[config.mk]
export PLATFORM = sky130hd
export DESIGN_NAME = axi_dmem_line_master
export DESIGN_NICKNAME = d
export VERILOG_FILES = /design/src/rtl/axi_dmem_line_master.sv
export SDC_FILE = /design/constraint.sdc
export NUM_CORES = 2
export LEC_CHECK = 0
export ABC_AREA = 1
export CAP_MARGIN = 20
export CORE_AREA = 10 10 536 538
export DETAILED_ROUTE_END_ITERATION = 12
export DIE_AREA = 0 0 546 548
export DONT_BUFFER_PORTS = 1
export GPL_TIMING_DRIVEN = 0
export MAX_ROUTING_LAYER = met4
export SLEW_MARGIN = 20
export SYNTH_ARGS = -nofsm -noshare
export SYNTH_HDL_FRONTEND = slang
export SYNTH_SLANG_ARGS = --single-unit
[constraint.sdc]
create_clock -name ACLK -period 77.2 [get_ports ACLK]
set_input_delay 23.16 -clock ACLK [delete_from_list [all_inputs] [get_ports ACLK]]
set_output_delay 23.16 -clock ACLK [all_outputs]
set_load 0.1 [all_outputs]
[src/rtl/axi_dmem_line_master.sv]
// AXI4 line master: one D-cache line refill (AR/R) or writeback (AW/W/B)
// per request as a single INCR burst, one transaction in flight.
module axi_dmem_line_master #(
  parameter int ADDR_W     = 49,
  parameter int DATA_W     = 64,
  parameter int ID_W       = 6,
  parameter int LINE_BYTES = 64,
  parameter int AXI_ID     = 0
) (
  input  logic                    ACLK,
  input  logic                    ARESET,
  input  logic                    req_valid,
  output logic                    req_ready,
  input  logic                    req_we,
  input  logic [ADDR_W-1:0]       req_addr,
  input  logic [LINE_BYTES*8-1:0] req_wdata,
  output logic                    rsp_valid,
  output logic [LINE_BYTES*8-1:0] rsp_rdata,
  output logic                    rsp_err,
  output logic [ID_W-1:0]         AWID,
  output logic [ADDR_W-1:0]       AWADDR,
  output logic [7:0]              AWLEN,
  output logic [2:0]              AWSIZE,
  output logic [1:0]              AWBURST,
  output logic                    AWLOCK,
  output logic [3:0]              AWCACHE,
  output logic [2:0]              AWPROT,
  output logic [3:0]              AWQOS,
  output logic                    AWUSER,
  output logic                    AWVALID,
  input  logic                    AWREADY,
  output logic [DATA_W-1:0]       WDATA,
  output logic [DATA_W/8-1:0]     WSTRB,
  output logic                    WLAST,
  output logic                    WVALID,
  input  logic                    WREADY,
  input  logic [ID_W-1:0]         BID,
  input  logic [1:0]              BRESP,
  input  logic                    BVALID,
  output logic                    BREADY,
  output logic [ID_W-1:0]         ARID,
  output logic [ADDR_W-1:0]       ARADDR,
  output logic [7:0]              ARLEN,
  output logic [2:0]              ARSIZE,
  output logic [1:0]              ARBURST,
  output logic                    ARLOCK,
  output logic [3:0]              ARCACHE,
  output logic [2:0]              ARPROT,
  output logic [3:0]              ARQOS,
  output logic                    ARUSER,
  output logic                    ARVALID,
  input  logic                    ARREADY,
  input  logic [ID_W-1:0]         RID,
  input  logic [DATA_W-1:0]       RDATA,
  input  logic [1:0]              RRESP,
  input  logic                    RLAST,
  input  logic                    RVALID,
  output logic                    RREADY
);

  localparam int STRB_W = DATA_W / 8;
  localparam int BEATS  = LINE_BYTES / STRB_W;
  localparam int LINE_W = LINE_BYTES * 8;

  localparam logic [7:0]        LAST_CNT = 8'(BEATS - 1);
  localparam logic [2:0]        SIZE     = 3'($clog2(STRB_W));
  localparam logic [ADDR_W-1:0] OFF_MASK = ADDR_W'(LINE_BYTES - 1);
  localparam logic [ID_W-1:0]   ID       = ID_W'(AXI_ID);

  typedef enum logic [2:0] {
    S_IDLE, S_AR, S_R, S_AW, S_W, S_B
  } state_t;

  state_t state_q, state_d;

  logic [ADDR_W-1:0] addr_q;
  logic [LINE_W-1:0] wdata_q;
  logic [LINE_W-1:0] rdata_q;
  logic [7:0]        cnt_q;
  logic              err_q;
  logic              rsp_valid_q;

  logic cnt_last, r_hs, w_hs, b_hs, r_end, r_bad;
  logic unused_resp;

  assign cnt_last = (cnt_q == LAST_CNT);
  assign r_hs     = RVALID & RREADY;
  assign w_hs     = WVALID & WREADY;
  assign b_hs     = BVALID & BREADY;
  assign r_end    = cnt_last | RLAST;
  assign r_bad    = RRESP[1] | (RID != ID) | (RLAST != cnt_last);
  assign unused_resp = ^{RRESP[0], BRESP[0]};

  always_ff @(posedge ACLK or posedge ARESET) begin
    if (ARESET) state_q <= S_IDLE;
    else        state_q <= state_d;
  end

  always_comb begin
    state_d   = state_q;
    req_ready = 1'b0;
    ARVALID   = 1'b0;
    RREADY    = 1'b0;
    AWVALID   = 1'b0;
    WVALID    = 1'b0;
    BREADY    = 1'b0;
    unique case (state_q)
      S_IDLE: begin
        req_ready = 1'b1;
        if (req_valid) state_d = req_we ? S_AW : S_AR;
      end
      S_AR: begin
        ARVALID = 1'b1;
        if (ARREADY) state_d = S_R;
      end
      S_R: begin
        RREADY = 1'b1;
        if (RVALID && r_end) state_d = S_IDLE;
      end
      S_AW: begin
        AWVALID = 1'b1;
        if (AWREADY) state_d = S_W;
      end
      S_W: begin
        WVALID = 1'b1;
        if (WREADY && cnt_last) state_d = S_B;
      end
      S_B: begin
        BREADY = 1'b1;
        if (BVALID) state_d = S_IDLE;
      end
      default: state_d = S_IDLE;
    endcase
  end

  always_ff @(posedge ACLK or posedge ARESET) begin
    if (ARESET) begin
      addr_q      <= '0;
      wdata_q     <= '0;
      rdata_q     <= '0;
      cnt_q       <= '0;
      err_q       <= 1'b0;
      rsp_valid_q <= 1'b0;
    end else begin
      rsp_valid_q <= 1'b0;
      if (req_valid && req_ready) begin
        addr_q  <= req_addr & ~OFF_MASK;
        wdata_q <= req_wdata;
        cnt_q   <= '0;
        err_q   <= 1'b0;
      end
      if (r_hs) begin
        rdata_q[cnt_q*DATA_W +: DATA_W] <= RDATA;
        cnt_q <= cnt_q + 8'd1;
        if (r_bad) err_q <= 1'b1;
        if (r_end) rsp_valid_q <= 1'b1;
      end
      if (w_hs) cnt_q <= cnt_q + 8'd1;
      if (b_hs) begin
        if (BRESP[1] || BID != ID) err_q <= 1'b1;
        rsp_valid_q <= 1'b1;
      end
    end
  end

  assign rsp_valid = rsp_valid_q;
  assign rsp_rdata = rdata_q;
  assign rsp_err   = err_q;

  assign AWID    = ID;
  assign AWADDR  = addr_q;
  assign AWLEN   = LAST_CNT;
  assign AWSIZE  = SIZE;
  assign AWBURST = 2'b01;
  assign AWLOCK  = 1'b0;
  assign AWCACHE = 4'b0011;
  assign AWPROT  = 3'b000;
  assign AWQOS   = 4'b0000;
  assign AWUSER  = 1'b0;

  assign ARID    = ID;
  assign ARADDR  = addr_q;
  assign ARLEN   = LAST_CNT;
  assign ARSIZE  = SIZE;
  assign ARBURST = 2'b01;
  assign ARLOCK  = 1'b0;
  assign ARCACHE = 4'b0011;
  assign ARPROT  = 3'b000;
  assign ARQOS   = 4'b0000;
  assign ARUSER  = 1'b0;

  assign WDATA = wdata_q[cnt_q*DATA_W +: DATA_W];
  assign WSTRB = '1;
  assign WLAST = cnt_last;

endmodule

==> results.md <==
Power:
- Of the total power, the share spent switching nets is a little under 60%.
- The clock network burns between 20% and 30% of the power.
- The switching power is between 1.5 and 2 mW.
- The peak ir drop on the vdd network is between 0.00004 and 0.00005 V.
- The total power per unit cell area is between 50 and 60 nW/um^2.
- The leakage component of the power is between 20 and 30 nW.
- The part of the total power dissipated in combinational logic is about 50%.
- The internal power of the cells totals around 1.4 mW.
- The sequential power share is 28.1%.
- The sum of internal, switching and leakage power is ~3.3 mW.

Route:
- The first routing iteration left 4400 violations.
- Using the TritonRoute via totals, the vias-per-cell ratio works out to around 4.5.
- Summed over all layers, the routed wires come to about 340000 um.
- In the routed design, unresolved DRC markers number 0.
- The total number of vias is between 40000 and 50000.
- The average routed wire per standard cell is between 30 and 40 um.
- The number of iterations in the first detailed-routing pass is 6.
- Once detail routing completed, the nets flagged for antenna violations numbered 0.

STA:
- Setup repair after global routing left no endpoint under its margin.
- The final setup skew is 0.0601 ns.
- Headroom to the max-slew limit came out at between 10% and 20%.
- The number of hold violations in the final report is 0.
- At the pin with the least slew margin, the transition time is 1.23 ns.
- The final critical delay including setup and external delays is about 29 ns.
- Setup violations remaining at the end of the flow were counted as 0.
- The final clock period utilization by the worst path is 37.4%.
- The highest achievable clock rate is 34.6 MHz.
- The number of max-slew violations in the final report is 0.
- The sum of negative setup slack is 0 ns.

Yosys:
- In this run, synthesis produced a sequential element count of 1080.
- The most used flip-flop cell after synthesis is sky130_fd_sc_hd__dfrtp_1.
- The fraction of synthesis flops using an asynchronous set or reset pin is 100%.
- Of the synthesized area, sequential elements account for between 50% and 60%.
- The post-synthesis cell type count is 39.
- The post-synthesis average cell area is approximately 8 um^2.
- Synthesis produced a netlist whose cell count is 6155.
- For this run, the number of Yosys warnings is 0.
- The synthesized design contains 0 enable-type register cells.
- In this run the cell area of the synthesized design comes to 49300 um^2.

Worst setup path:
- The worst setup path is of the reg -> out kind.
- The capturing element type of the critical path is an output port.
- The peak per-stage delay on the critical path is slightly below 0.9 ns.
- The endpoint identified for the worst register-to-register timing path is rsp_rdata[6].
- The critical path goes through buf_2 > clkinv_2 > clkbuf_2 > clkbuf_1 > nor2_1 > o21ai_1 > o21ai_0 > a31oi_4.
- The worst setup path is launched from a flop.
- The gate family responsible for the most delay along the worst path is compound AO/OA/AOI/OAI gates.
- The number of logic stages on the critical path including buffering is 8.
- Setup slack on the worst reg-to-reg path comes out at around 71 ns.
- STA puts the critical path data arrival time at about 5.7 ns.
- The number of buffer and inverter instances along the worst setup path is 4.
- In this run the worst setup path begins at cnt_q[0].
- The endpoint required time on the critical path is 54.04 ns.
- The end of the critical path is WDATA[57].
- Among all stages on the critical path, the largest delay is contributed by sky130_fd_sc_hd__clkbuf_1.
- The number of cell instances on the worst register-to-register path is 14.
- In this run the critical register-to-register path is launched from cnt_q[0].
- Along the worst path, the maximum fanout reaches 12.

Clocking:
- The number of clock buffers inserted by TritonCTS is ~140.
- TritonCTS built the clock tree.
- The maximum count of clock buffers along a single path is 4.
- The count of hold buffers inserted by post-cts repair is 0.
- In this run the post-CTS setup repair buffer count came out at 0.
- CTS built an H-tree with a depth of 4.
- Clock-pin slew was measured on the worst setup and hold paths at approximately 0.060 ns.
- The insertion delay of the later-clocked pin in the worst-skew pair is 0.84 ns.
- The tree is rooted in a sky130_fd_sc_hd__clkbuf_16.
- For this design, the sink count on the clock tree is ~1100.
- After clock tree synthesis, the repair step resized 0 gates.

Finish:
- The area taken by flip-flops and latches is 27100 um^2.
- The layout filler cell count is just over 30000.
- The most common cell after layout, fill and taps aside is sky130_fd_sc_hd__nand2_1.
- The fraction of layout instances using a drive strength above 1 is around 10%.
- The footprint of the multi-input gates is 19200 um^2.
- In the layout the commonest cells are sky130_fd_sc_hd__nand2_1, sky130_fd_sc_hd__dfrtp_1, sky130_fd_sc_hd__o21ai_0, sky130_fd_sc_hd__inv_1, sky130_fd_sc_hd__clkbuf_1.
- The area added between synthesis and finish is 24.2%.
- The final layout net count is ~7100.

Global route:
- After global routing, the most crowded layer is met2.
- Global routing consumed, on the met3 layer, under 10% of the routing resources.
- The met1 track demand over resource is between 20% and 30%.
- For this run, the total global-route usage over all layers was measured as 22.5%.
- The met2 usage in global routing is between 30% and 40%.
- After global routing the overflow that remains totals 0.
- The via count of the first global-routing pass is approximately 46000.
- The number of antenna violations at the first check in global routing is between 60 and 70.
- The first global-routing pass estimated roughly 440000 um of wire.
- Entering global routing, the biggest net connects between 90 and 100 pins.

Die:
- In this run the standard cell core region covers approximately 280000 um^2.
- The die outline area is around 300000 um^2.
- The initial cell density of the core is 17.8%.
- After floorplanning, the core was divided into between 150 and 200 placement rows.
- The count of boundary I/O pins is about 1400.
- The horizontal die dimension is ~550 um.
- The die is 548 um tall.

Worst hold path:
- In this run the most critical hold path is launched from wdata_q[420].
- The class of the tightest hold or removal check is reg -> reg.

Placement:
- The count of port buffers added during placement is 0.
- The congestion estimate from routability-driven global placement came to 1.08.
- The detailed-placement wirelength estimate is 288000 um.

Run status:
- The flow ran to the end, and the final reports show no timing, DRC or antenna violations.

Run:
- Across the run, the number of max-cap violations was 0.
## routing by layer
metal / wire length (um) / up-vias
met5: 0 / -
met3: 31200 / 768
met4: 31000 / 0
met2: 170000 / 2801
met1: 112000 / 22618
li1: - / 20195
## state kept, by name (all words and copies together), names as in the netlist
name,count
ARADDR,43
cnt_q,8
rsp_err,1
rsp_rdata,512
rsp_valid,1
state_q,3
wdata_q,512
## cell usage after synthesis, drive strengths merged, types with 6 or more instances
master / number / area share, %
nor4: 6 / 0.12
inv: 401 / 3.1
o21ai: 755 / 7.7
buf: 250 / 3.3
dfrtp: 1080 / 55
a21oi: 134 / 1.4
clkbuf: 328 / 2.5
nand2: 2410 / 18
nor3: 8 / 0.14
nand3: 75 / 0.84
a31oi: 64 / 0.81
nor2: 296 / 2.3
o211ai: 73 / 1.1
nand4: 258 / 3.3
## kinds of logic after synthesis
logic type                 synth area share, %
AOI/OAI and AO/OA                         11.0
xor gates and xnor gates                0.0508
adders and majority gates                0.102
buffers and inverters                     8.85
DFF                                       54.9
other                                   0.0152
and+or+nand+nor                           25.1
## cell type report
class | count | area share, %
Multi-Input combinational cell | 4177 | 31.3
Sequential cell | 1080 | 44.2
Clock buffer | 184 | 6.37
Clock inverter | 56 | 1.12
Antenna cell | 58 | 0.237
Inverter | 402 | 2.48
Buffer | 578 | 4.73
Tap cell | 3705 | 7.58
Timing Repair Buffer | 63 | 1.89
## power by group through the flow
stage,Sequential [mW],Clock (mW),Combinational [mW]
floorplan,0.875,0,0.955
global placement,0.934,0,1.55
detailed placement,0.924,0,1.67
CTS,0.916,0.684,1.67
global route,0.928,0.704,1.74
finish,0.918,0.672,1.68
## worst register-to-register path, stage by stage, from the launching register on
cell	delay [ns]
sky130_fd_sc_hd__dfrtp_1	0.34
sky130_fd_sc_hd__buf_2	0.46
sky130_fd_sc_hd__clkinv_2	0.50
sky130_fd_sc_hd__clkbuf_2	0.58
sky130_fd_sc_hd__clkbuf_1	0.51
sky130_fd_sc_hd__ha_1	0.45
sky130_fd_sc_hd__nand2_1	0.09
sky130_fd_sc_hd__nand2_1	0.08
sky130_fd_sc_hd__nand2_2	0.26
sky130_fd_sc_hd__inv_2	0.10
sky130_fd_sc_hd__clkbuf_1	0.48
sky130_fd_sc_hd__nor2_2	0.88
sky130_fd_sc_hd__clkbuf_1	0.75
sky130_fd_sc_hd__nand2_1	0.25
sky130_fd_sc_hd__o21ai_0	0.23
## stage by stage
| stage | area (um^2) | std cells | hold slack [ns] | worst slack, ns | utilization, % |
|---|---|---|---|---|---|
| 6_report | 61200 | 10303 | 0.474 | 48.34 | 22.2 |
| 3_3_place_gp | 54200 | 9942 | 0.457 | 8.91 | 19.6 |
| 5_1_grt | 61100 | 10278 | 0.484 | 48.20 | 22.1 |
| 2_1_floorplan | 49600 | 6237 | 0.444 | 23.64 | - |
| 4_1_cts | 61000 | 10245 | 0.475 | 48.02 | 22.1 |
| 3_5_place_dp | 56400 | 10005 | 0.460 | 48.93 | 20.4 |
## how the worst min path moves through the flow
stage | endpoint | slack (ns) | cells after the start
finish | wdata_q[420] | 0.47 | 2
global route | wdata_q[18] | 0.48 | 2
CTS | wdata_q[18] | 0.48 | 2
detailed placement | wdata_q[13] | 0.46 | 2
global placement | wdata_q[29] | 0.46 | 2
floorplan | wdata_q[0] | 0.44 | 2
No activity file was read; power rests on OpenSTA's default activity.
